$ cat src/rtl/pipeline_mem_arbiter.sv
// Shares one memory port between the fetch (IF) and memory (IM) stages: arbitrates, sequences
// each access with a latency counter, returns data with a one-cycle valid pulse, drives stalls.
module pipeline_mem_arbiter #(
  parameter int unsigned MEM_LATENCY = 2,
  parameter int unsigned CNT_W       = 4
) (
  input  logic        clk,
  input  logic        rst,
  input  logic        if_req,
  input  logic [31:0] if_addr,
  output logic [31:0] if_rdata,
  output logic        if_valid,
  input  logic        im_req,
  input  logic [31:0] im_addr,
  input  logic [31:0] im_wdata,
  input  logic        im_rw,
  input  logic [1:0]  im_access_size,
  output logic [31:0] im_rdata,
  output logic        im_valid,
  output logic        im_err,
  output logic        mem_enable,
  output logic [31:0] mem_addr,
  output logic [31:0] mem_wdata,
  output logic        mem_rw,
  output logic [1:0]  mem_access_size,
  input  logic [31:0] mem_rdata,
  output logic        stall_if,
  output logic        stall_pipe
);

  typedef enum logic [1:0] {StIdle, StIfBusy, StImBusy} state_e;

  state_e           r_state, w_state_next;
  logic [CNT_W-1:0] r_cnt;
  logic [31:0]      r_if_rdata, r_im_rdata, r_mem_addr, r_mem_wdata;
  logic             r_if_valid, r_im_valid, r_im_err, r_mem_enable, r_mem_rw;
  logic [1:0]       r_mem_size;

  logic w_done, w_arb, w_im_misalign, w_im_elig, w_if_elig;
  logic w_im_grant, w_im_error, w_if_grant;

  always_comb begin
    w_done = (r_state != StIdle) && (r_cnt == '0);
    w_arb  = (r_state == StIdle) || w_done;
    w_im_misalign = 1'b1;
    case (im_access_size)
      2'b00:   w_im_misalign = 1'b0;
      2'b01:   w_im_misalign = im_addr[0];
      2'b10:   w_im_misalign = |im_addr[1:0];
      default: w_im_misalign = 1'b1;
    endcase
    // The requester finishing on this edge is excluded, which makes continuous requests alternate.
    w_im_elig  = im_req && (r_state != StImBusy);
    w_if_elig  = if_req && (r_state != StIfBusy);
    w_im_grant = w_arb && w_im_elig && !w_im_misalign;
    w_im_error = w_arb && w_im_elig && w_im_misalign;
    w_if_grant = w_arb && w_if_elig && !w_im_grant;
  end

  always_comb begin
    w_state_next = r_state;
    if (w_im_grant)      w_state_next = StImBusy;
    else if (w_if_grant) w_state_next = StIfBusy;
    else if (w_done)     w_state_next = StIdle;
  end

  always_ff @(posedge clk or posedge rst) begin
    if (rst) r_state <= StIdle;
    else     r_state <= w_state_next;
  end

  always_ff @(posedge clk or posedge rst) begin
    if (rst) begin
      r_cnt        <= '0;
      r_if_rdata   <= '0;
      r_im_rdata   <= '0;
      r_if_valid   <= 1'b0;
      r_im_valid   <= 1'b0;
      r_im_err     <= 1'b0;
      r_mem_enable <= 1'b0;
      r_mem_addr   <= '0;
      r_mem_wdata  <= '0;
      r_mem_rw     <= 1'b0;
      r_mem_size   <= 2'b00;
    end else begin
      r_if_valid <= 1'b0;
      r_im_valid <= 1'b0;
      r_im_err   <= w_im_error;
      if (r_state != StIdle && r_cnt != '0) r_cnt <= r_cnt - 1'b1;
      if (w_done) begin
        if (r_state == StIfBusy) begin
          r_if_rdata <= mem_rdata;
          r_if_valid <= 1'b1;
        end else begin
          if (!r_mem_rw) r_im_rdata <= mem_rdata;
          r_im_valid <= 1'b1;
        end
      end
      if (w_im_grant) begin
        r_mem_enable <= 1'b1;
        r_mem_addr   <= im_addr;
        r_mem_wdata  <= im_wdata;
        r_mem_rw     <= im_rw;
        r_mem_size   <= im_access_size;
        r_cnt        <= CNT_W'(MEM_LATENCY - 1);
      end else if (w_if_grant) begin
        r_mem_enable <= 1'b1;
        r_mem_addr   <= if_addr;
        r_mem_wdata  <= '0;
        r_mem_rw     <= 1'b0;
        r_mem_size   <= 2'b10;
        r_cnt        <= CNT_W'(MEM_LATENCY - 1);
      end else if (w_done) begin
        r_mem_enable <= 1'b0;
      end
    end
  end

  assign if_rdata        = r_if_rdata;
  assign if_valid        = r_if_valid;
  assign im_rdata        = r_im_rdata;
  assign im_valid        = r_im_valid;
  assign im_err          = r_im_err;
  assign mem_enable      = r_mem_enable;
  assign mem_addr        = r_mem_addr;
  assign mem_wdata       = r_mem_wdata;
  assign mem_rw          = r_mem_rw;
  assign mem_access_size = r_mem_size;
  assign stall_if        = if_req & ~if_valid;
  assign stall_pipe      = im_req & ~(im_valid | im_err);

endmodule

$ cat config.mk
export PLATFORM = sky130hd
export DESIGN_NAME = pipeline_mem_arbiter
export DESIGN_NICKNAME = d
export VERILOG_FILES = /design/src/rtl/pipeline_mem_arbiter.sv
export SDC_FILE = /design/constraint.sdc
export NUM_CORES = 1
export LEC_CHECK = 0
export ABC_AREA = 1
export BUFFER_PORTS_ARGS = -buffer_cell sky130_fd_sc_hd__buf_4
export CORE_ASPECT_RATIO = 1.1
export CORE_MARGIN = 2
export CORE_UTILIZATION = 37
export CTS_CLUSTER_SIZE = 40
export DETAILED_ROUTE_END_ITERATION = 12
export PLACE_DENSITY = 0.72
export SLEW_MARGIN = 20
export SYNTH_ARGS = -nofsm -noshare
export SYNTH_HDL_FRONTEND = slang
export SYNTH_SLANG_ARGS = --single-unit
$ cat constraint.sdc
create_clock -name clk -period 5 [get_ports clk]
set_clock_uncertainty 0.05 [all_clocks]
set_input_delay 1 -clock clk [delete_from_list [all_inputs] [get_ports clk]]
set_output_delay 1 -clock clk [all_outputs]
set_load 0.02 [all_outputs]
== After elaboration in Yosys (flattened, before gate mapping) ==
Index checks and enable logic that the tools add are counted.
Word-level totals
  output and inout port bits: 137
  word-level logic and storage cells: 70
  bits in registers: 141
  input bits: 135
Cells by class
  $add $sub $neg: 1
  reductions and logical operators: 23
  equal/unequal tests: 5
  bitwise logic cells: 7
  muxes and demuxes: 22
Operators by type and width (count)
  32-bit 2-to-1 mux: 4
  4-bit 2-to-1 mux: 3
  2-bit 2-to-1 mux: 5
  1-bit logical AND: 9
  1-bit 2-to-1 mux: 9
  3-bit nonzero test: 2
  2-bit by 1-bit equality test with 1-bit output, second input constant: 2
  2-bit logical NOT: 2
  4-bit logical NOT: 1
  1-bit NOT: 4
  2-bit nonzero test: 2
  4-bit nonzero test: 1
  4-bit by 1-bit subtractor with 4-bit output, second input constant: 1
  1-bit case mux with 3 select lines: 1
  3-bit AND reduction: 1
  1-bit AND: 2
  2-bit equality test, second input constant: 1
  1-bit logical NOT: 2
  2-bit by 1-bit inequality test with 1-bit output, second input constant: 1
  2-bit inequality test, second input constant: 1
  2-bit AND reduction: 1
  2-bit OR reduction: 1
  1-bit logical OR: 1
  1-bit bitwise OR: 1

== Depth between registers and ports, before layout ==
Gate-level depths: netlist of run 1.
  depth after elaboration: 9
  depth in mapped cells: 10
  depth with buffers taken out: 8

== Least setup slack after synthesis of run 1 ==
OpenSTA, ideal clock, no wires.
  path type: input to output
  start point: in im_req
  end point: out stall_pipe
  cell stages on the path: 2
  slack: 2464 ps
  arrival: 1486 ps
  data required time: 3950 ps
  path buffers: 0
  cells stage by stage: inv_1 -> nor3_1
On the way
  word-level cells in the longest chain between the ends: 1
RTL lines
  from (decl): RTL line 13  | input logic im_req,
  1-bit AND: RTL line 130  | assign stall_pipe = im_req & ~(im_valid | im_err);
  to (decl): RTL line 28  | output logic stall_pipe
Every way passes these cells.

== Worst setup path in the final report of run 1 ==
  start point: reg r_cnt[0]
  end point: reg r_mem_addr[7], in the netlist mem_addr[7]
On the way
  word-level cells in the longest chain between the ends: 8
RTL lines
  from (decl): RTL line 34  | logic [CNT_W-1:0] r_cnt;
  from (signal assigned): RTL line 89  | if (r_state != StIdle && r_cnt != '0) r_cnt <= r_cnt - 1'b1;
  from (signal assigned): RTL line 105  | r_cnt <= CNT_W'(MEM_LATENCY - 1);
  from (signal assigned): RTL line 112  | r_cnt <= CNT_W'(MEM_LATENCY - 1);
  4-bit logical NOT *: RTL line 43  | w_done = (r_state != StIdle) && (r_cnt == '0);
  1-bit logical AND *: RTL line 43
  1-bit logical OR *: RTL line 44  | w_arb = (r_state == StIdle) || w_done;
  1-bit logical AND (2 in series): RTL line 55  | w_im_grant = w_arb && w_im_elig && !w_im_misalign;
  1-bit logical NOT: RTL line 57  | w_if_grant = w_arb && w_if_elig && !w_im_grant;
  1-bit logical AND: RTL line 57
  2-bit nonzero test (no line)
  to (signal assigned): RTL line 101  | r_mem_addr <= im_addr;
  to (signal assigned): RTL line 108  | r_mem_addr <= if_addr;
  to (decl): RTL line 35  | logic [31:0] r_if_rdata, r_im_rdata, r_mem_addr, r_mem_wdata;
Mark *: on every way between the ends. The rest lies on a longest branch, timed or not.
A chain may end at the register's enable or synchronous reset.

==> metrics, run 1 <==
status=finished clean; setup TNS=0 ns; Syn Inst Count=about 640; cell taking the most area after synthesis=dfrtp_1; Seq cells post-synth=approximately 140; Pleak=about 4.5 nW; sequential share of power=32.5%; largest net degree at the start of global routing=between 100 and 150; num rows=47; DIE AREA=roughly 17000 um^2; Crit. End Element=flop; P&R area growth vs syn=49.02%; setup bufs post-CTS=0; DRC Markers=0; NumNets Final=1030; Net Count, Synth=772; Via-to-Cell Ratio=between 4 and 5; worst-path maximum fanout=40; TritonCTS clock tree=yes; CTS sink count=between 100 and 150; Ys Warns=0; met2 wire length=7854 um; Power Total=between 6 and 7 mW; Die X=between 100 and 150 um; Setup Viol. Count Final=0; Sw Pwr=roughly 2.4 mW; worst endpoint required time=5.29 ns; I/O pin total=between 200 and 300; Tightest Pin Transition=1.007 ns; Pint=~3.8 mW; Setup crit start kind=flop; cells resized by post-CTS repair=0; Hold Path Depth=2; clock power share=approximately a quarter; Sw Share=a little under 40%; highest clock rate=383.6 MHz; most frequent cells in the layout=275 x buf_4, 148 x nand2_1, 141 x dfrtp_1; Hold WS=between 0.4 and 0.5 ns; Final Util=a little under three fifths; Worst-Skew Late Latency=around 0.41 ns; layout cells sized above 1=a little over a third; Max Cap Viol=0; final worst setup slack=~2.4 ns; Core ar.=15170 um^2; cell area after synthesis=between 5000 and 6000 um^2; critical path type=flop to flop; Slew Limit Fails=0; Synth top area share=between 60% and 70%; I/O Buffers=~270; Worst EP arrival=around 2.9 ns; initial antenna violation count=0; pwr dens=between 700 and 800 nW/um^2; antenna cells=0; Final period util=52.13%; gr ovfl total=0; HP Class=flop to flop; Max VDD drop=0.3478 mV; ranking of synthesized cells by area=dfrtp_1 61%, nand2_1 9.7%, nand3_1 8.6%; Final Hold Viols=0; H-Tree Depth=4; Post-Route WL=roughly 16000 um; Final ANT Viol Nets=0; RSZ-0062 raised after global routing=no; Pre-antenna DRT Iters=4; Die Y=between 100 and 150 um; DP Wirelength=approximately 11000 um; DR vias=5193; Filler Cells Inserted=roughly 1400; Logic pwr share=a little over two fifths; Starting Density=between 30% and 40%; Num CTS Buffers=17; post-place setup slack=between 1.5 and 2 ns; M1 WL=~6600 um; Bufs on Longest Clock Path=2; Iteration-0 DRC Markers=between 200 and 300; post-synthesis sequential area ratio=about three fifths; first-pass GRT wire length=around 25000 um; Mapped Avg Cell Area=about 9 um^2; Placer Congestion=0.7621; drt wl/cell=between 10 and 15 um; Synth cell types=24; Total GRT Usage=about a fifth; vias in the first global route=around 5100; CTS root buf=clkbuf_16; R2R cell count=9; hold_buf cts=0; commonest non-fill, non-tap cell in the layout=buf_4; Slew HR=32.60%; Clock transition at path regs=0.06 ns; Top Layer Used=met4; routed wl met3=around 1600 um; Tmin final=approximately 2.6 ns
critical path, stage by stage, from the launching register on:
cell and delay [ns]:
dfrtp_1 0.38, inv_1 0.12, ha_1 0.23, nand3_4 0.14
nand2_4 0.13, nand2_1 0.10, nor2_4 0.71, buf_4 0.44
nand2_1 0.11, nand3_1 0.10
layout make-up:
class | instances | area, um^2 | share of cell area [%]
Tap cell | 196 | 245.2 | 2.853
Timing Repair Buffer | 275 | 2064 | 24.02
Multi-Input combinational cell | 376 | 1744 | 20.29
Sequential cell | 141 | 3528 | 41.05
Clock inverter | 12 | 231.5 | 2.693
Clock buffer | 20 | 466.7 | 5.429
Inverter | 82 | 315.3 | 3.668
stage by stage:
step                      cell area [um^2]  instances
after floorplan                       5768        635
after global placement                7893       1070
after detailed placement              7895       1070
after CTS                             8593       1102
after global routing                  8596       1102
final                                 8596       1102
worst paths after layout:
check                          endpoint  slack, ns         start
setup / recovery            mem_addr[7]       2.39      r_cnt[0]
hold / removal             im_rdata[26]       0.43  im_rdata[26]
setup reg to reg            mem_addr[7]       2.39      r_cnt[0]
hold reg to reg            im_rdata[26]       0.43  im_rdata[26]
max in group asynchronous   mem_addr[7]       3.31           rst
min in group asynchronous   im_rdata[1]       0.69           rst
power groups by stage:
stage	Sequential, mW	Clock [mW]	Combinational [mW]
2_1_floorplan	2.65	0	0.915
3_3_place_gp	2.02	0	2.69
3_5_place_dp	2.02	0	2.75
4_1_cts	2.02	1.51	2.75
5_1_grt	2.09	1.56	2.97
6_report	2.02	1.48	2.71
state kept, by name (all words and copies together) (netlist names), 2 cells and up:
register,count
if_rdata,32
im_rdata,32
mem_access_size,2
mem_addr,32
mem_wdata,32
r_cnt,4
r_state,2
cell usage after synthesis, drive strengths merged:
cell,n
a21oi,4
buf,18
clkbuf,18
dfrtp,141
ha,2
inv,82
nand2,153
nand3,101
nand4,4
nor2,11
nor3,1
o21ai,99
or2,1
kinds of logic after synthesis:
| logic type | synth area share (%) |
|---|---|
| AND/OR/NAND/NOR | 20.67 |
| flip-flops | 61.17 |
| buffers and inverters | 8.720 |
| AO/OA/AOI/OAI | 9.002 |
| adder cells (fa/ha/maj) | 0.4338 |
metal layers:
metal  vias up  GRT usage (%)
met2       213          32.63
li1       2545              -
met4         0          6.313
met3        22          8.024
met1      2413          23.26
met5         -              0
Note: power is estimated with default switching activity, not from simulation.
==> run 2, diff against run 1 <==
- PLACE_DENSITY: 0.72 -> 0.69
- clock period: 5 -> 2.7 ns (I/O delays scaled with it)
==> metrics, run 2 (synthesized netlist as in run 1, its figures left out) <==
H-Tree Depth=4 (unchanged); Die X=123.0 um (unchanged); DP Wirelength=11540 um (+2.6%); area of the multi-input gates=1742 um^2 (-0.14%); Die Y=135.0 um (unchanged); Max Cap Viol=0 (unchanged); Iteration-0 DRC Markers=255 (+1.6%); Tmin final=2.047 ns (-0.5594 ns); Final Hold Viols=0 (unchanged); Core ar.=15170 um^2 (unchanged); M1 WL=6577 um (-0.54%); CP startpoint=r_cnt[0]; I/O Buffers=271 (unchanged); Final Util=56.31% (-0.35 points); Worst EP arrival=2.24 ns (-0.66 ns); antenna cells=0 (unchanged); register area=3528 um^2 (unchanged); DR vias=5184 (-0.17%); TritonCTS clock tree=yes; Worst R2R Start=r_cnt[0]; Num CTS Buffers=17 (unchanged); Setup crit start kind=flop; hold_buf cts=0 (unchanged); Post-Route WL=16520 um (+1.2%); Placer Congestion=0.7740 (+1.6%); Final ANT Viol Nets=0 (unchanged); cells resized by post-CTS repair=0 (unchanged); most frequent cells in the layout=280 x buf_4, 149 x nand2_1, 141 x dfrtp_1; Pre-antenna DRT Iters=4 (unchanged); Total GRT Usage=19.91% (+0.22 points); DRC Markers=0 (unchanged); Top Layer Used=met4; CTS root buf=clkbuf_16; highest clock rate=488.5 MHz (+27%); Clock transition at path regs=0.06 ns (about the same); NumNets Final=1037 (+0.68%); critical path type=flop to flop; status=finished clean; Via-to-Cell Ratio=4.674 (-0.80%); vias in the first global route=5166 (+1.4%); RSZ-0062 raised after global routing=no; R2R setup slack=0.65 ns (-1.74 ns); Crit. End Element=flop; largest net degree at the start of global routing=70 (-38%); I/O pin total=272 (unchanged); routed wl met3=1722 um (+11%); DIE AREA=16600 um^2 (unchanged); Slew HR=39.65% (+7.0 points); Worst-Skew Late Latency=0.41 ns (about the same); Pleak=4.501 nW (-0.64%); gr ovfl total=0 (unchanged); first-pass GRT wire length=25560 um (+0.63%); Bufs on Longest Clock Path=2 (unchanged); Starting Density=38.02% (unchanged); met2 wire length=7981 um (+1.6%); Slew Limit Fails=0 (unchanged); Worst R2R End=if_rdata[24]; P&R area growth vs syn=48.11%; CP endpoint=if_rdata[24]; setup bufs post-CTS=0 (unchanged); Tightest Pin Transition=0.9052 ns (-0.1022 ns); commonest non-fill, non-tap cell in the layout=buf_4; worst-path maximum fanout=64 (+60%); Filler Cells Inserted=1389 (-0.57%); setup TNS=0 ns (unchanged); Setup Viol. Count Final=0 (unchanged); Max VDD drop=0.7415 mV (+110%); Final period util=75.82% (+24 points); initial antenna violation count=0 (unchanged); pwr dens=1298 nW/um^2 (+80%); R2R cell count=6 (-3); HP Class=input port to asynchronous set/reset pin; layout cells sized above 1=35.93% (+0.27 points); CTS sink count=141 (unchanged); num rows=47 (unchanged); drt wl/cell=14.89 um (+0.57%); worst endpoint required time=2.89 ns (-2.40 ns)
## run 2: cell types whose count changed in the layout (fill, tap and decap cells not counted), moves of 2 or more
cell and delta:
buf_4 +5, bufinv_16 -4, clkinv_2 +4, clkinvlp_4 +4, clkbuf_8 -3, buf_12 +2
## run 2: metrics by stage
| step | hold slack (ns) | area, um^2 | instances | setup slack, ns | power (mW) |
|---|---|---|---|---|---|
| after global routing | 0.07012 | 8543 | 1109 | 0.4217 | 11.85 |
| after CTS | 0.06468 | 8543 | 1109 | 0.6453 | 11.24 |
| after global placement | 0.4172 | 7969 | 1077 | 0.7470 | 8.799 |
| final | 0.05871 | 8543 | 1109 | 0.6528 | 11.09 |
| after floorplan | 0.4151 | 5772 | 635 | 0.3469 | 6.602 |
| after detailed placement | 0.4240 | 7969 | 1077 | 0.6804 | 8.903 |
## run 2: area by class of cell
class / count / share of cell area, %
clock buffers: 18 / 5.023
inverters: 82 / 3.647
repair buffers: 282 / 25.07
multi-input cells: 376 / 20.39
flip-flops and latches: 141 / 41.30
clock inverters: 14 / 1.699
well taps: 196 / 2.871
## run 2: how the worst min path moves through the flow
| stage | start | end | slack, ns | cells after the start |
|---|---|---|---|---|
| final | rst | mem_wdata[1] | 0.06 | 2 |
| after global routing | rst | mem_wdata[1] | 0.07 | 2 |
| after CTS | rst | mem_wdata[4] | 0.06 | 2 |
| after detailed placement | im_rdata[0] | im_rdata[0] | 0.42 | 2 |
| after global placement | if_rdata[25] | if_rdata[25] | 0.42 | 2 |
| after floorplan | r_cnt[0] | r_cnt[0] | 0.42 | 2 |
## run 2: power by group
part,internal [mW],switching [mW]
sequential,3.16,0.587
clock,1.36,0.915
combinational,2.05,3.02
## run 2: critical path: stages, from the launching register on
cell     delay, ns
dfrtp_1       0.34
inv_1         0.09
ha_1          0.25
nand3_4       0.15
nor2_1        0.11
inv_2         0.65
o21ai_0       0.20
## run 2: metal layers
metal | up-vias | track usage (%)
met3 | 17 | 8.530
met5 | - | 0
met1 | 2395 | 23.38
met2 | 216 | 32.97
met4 | 0 | 6.124
li1 | 2556 | -
==> run 3, diff against run 2 <==
- PLACE_DENSITY: 0.69 -> 0.72
- clock period: 2.7 -> 1.8 ns (I/O delays scaled with it)
==> metrics, run 3 (synthesized netlist as in run 1, its figures left out) <==
status=finished clean; NumNets Final=1055 (+1.7%); DIE AREA=16600 um^2 (unchanged); highest clock rate=576.6 MHz (+18%); initial antenna violation count=0 (unchanged); layout cells sized above 1=37.27% (+1.3 points); num rows=47 (unchanged); commonest non-fill, non-tap cell in the layout=buf_4; CP endpoint=mem_addr[5]; Num CTS Buffers=17 (unchanged); Post-Route WL=16720 um (+1.2%); Final period util=96.35% (+21 points); critical path type=flop to flop; Via-to-Cell Ratio=4.733 (+1.3%); HP Class=input port to flop; Max VDD drop=0.9937 mV (+34%); worst endpoint required time=2.10 ns (-0.79 ns); vias in the first global route=5148 (-0.35%); R2R setup slack=0.07 ns (-0.59 ns); most frequent cells in the layout=284 x buf_4, 149 x nand2_1, 141 x dfrtp_1; I/O Buffers=271 (unchanged); post-place setup slack=0.02165 ns (-0.6587 ns); Worst EP arrival=2.03 ns (-0.21 ns); CTS root buf=clkbuf_16; Crit. End Element=flop; Starting Density=38.02% (unchanged); Setup Viol. Count Final=0 (unchanged); DRC Markers=0 (unchanged); Final Hold Viols=0 (unchanged); Clock transition at path regs=0.06 ns (about the same); Worst-Skew Late Latency=0.42 ns (about the same); Bufs on Longest Clock Path=2 (unchanged); Max Cap Viol=0 (unchanged); Core ar.=15170 um^2 (unchanged); antenna cells=0 (unchanged); Slew Limit Fails=0 (unchanged); Slew HR=72.28% (+33 points); largest net degree at the start of global routing=65 (-7.1%); CP startpoint=r_cnt[1]; first-pass GRT wire length=25270 um (-1.1%); H-Tree Depth=4 (unchanged); Worst R2R Start=r_cnt[1]; Final Util=58.37% (+2.1 points); Worst R2R End=mem_addr[5]; Die X=123.0 um (unchanged); pwr dens=1935 nW/um^2 (+49%); CTS sink count=141 (unchanged); TritonCTS clock tree=yes; Final ANT Viol Nets=0 (unchanged); Pre-antenna DRT Iters=5 (+1); Tmin final=1.734 ns (-0.3129 ns); DR vias=5334 (+2.9%); Setup crit start kind=flop; Placer Congestion=0.8038 (+3.9%); Iteration-0 DRC Markers=265 (+3.9%); Tightest Pin Transition=0.4149 ns (-0.4903 ns); I/O pin total=272 (unchanged); P&R area growth vs syn=53.54%; placed inst area=8077 um^2 (+1.4%); Pleak=4.658 nW (+3.5%); gr ovfl total=0 (unchanged); Die Y=135.0 um (unchanged); final worst setup slack=0.06578 ns (-0.5871 ns); Total GRT Usage=19.70% (-0.21 points); drt wl/cell=14.83 um (-0.41%); Hold WS=0.09798 ns (+0.03927 ns); worst-path maximum fanout=13 (-80%); DP Wirelength=11580 um (+0.36%); design area=8856 um^2 (+3.7%); R2R cell count=10 (+4)
[run 3: metrics by stage]
step	power (mW)	setup TNS, ns	cells
final	17.14	0	1127
after global routing	18.33	-0.1706	1127
after CTS	17.00	0	1116
after detailed placement	13.45	0	1083
after global placement	13.27	0	1083
after floorplan	9.903	-52.60	635
[run 3: timing repair]
action                     CTS  global route
cloned                       0             2
gates resized for setup      1            14
pin swaps                    0             3
hold buffers                 1             0
buffers inserted             0             9
hold endpoints to repair    12             0
setup endpoints to repair    1           133
[run 3: cell type report]
type	count	area [um^2]
Fill cell	1378	6316
Clock inverter	12	136.4
Timing Repair Buffer	300	2434
Multi-Input combinational cell	376	1754
Sequential cell	141	3528
Inverter	82	311.5
Clock buffer	20	446.7
Tap cell	196	245.2
[run 3: per-layer routing]
layer / vias to the layer above / share of wire, % / global-route usage, %
li1: 2606 / - / -
met1: 2485 / 38 / 23.14
met2: 209 / 49 / 32.07
met3: 34 / 10 / 8.024
met4: 0 / 2.6 / 7.765
met5: - / 0 / 0
[run 3: where the power goes]
part / internal (mW) / switching [mW]
Sequential: 4.73 / 0.876
Combinational: 3.42 / 4.64
Clock: 2.09 / 1.38
Total: 10.2 / 6.89
[run 3: worst min path at each step]
stage                 startpoint            end  slack (ns)  cells past startpoint
floorplan               r_cnt[0]       r_cnt[0]        0.42                      2
global placement             rst   mem_addr[20]        0.35                      2
detailed placement           rst   mem_addr[20]        0.34                      2
CTS                 im_wdata[29]  mem_wdata[29]        0.08                      3
global route        im_wdata[27]  mem_wdata[27]        0.08                      3
finish              im_wdata[29]  mem_wdata[29]         0.1                      3
[run 3: worst max-delay path: stages (launching register included)]
cell and delay, ns:
dfrtp_1 0.40, inv_2 0.09, ha_4 0.14, nand3_4 0.12, nand2_4 0.12, nand2_1 0.10, nor2_4 0.20, buf_12 0.15
buf_8 0.13, nand2_1 0.08, nand3_1 0.08
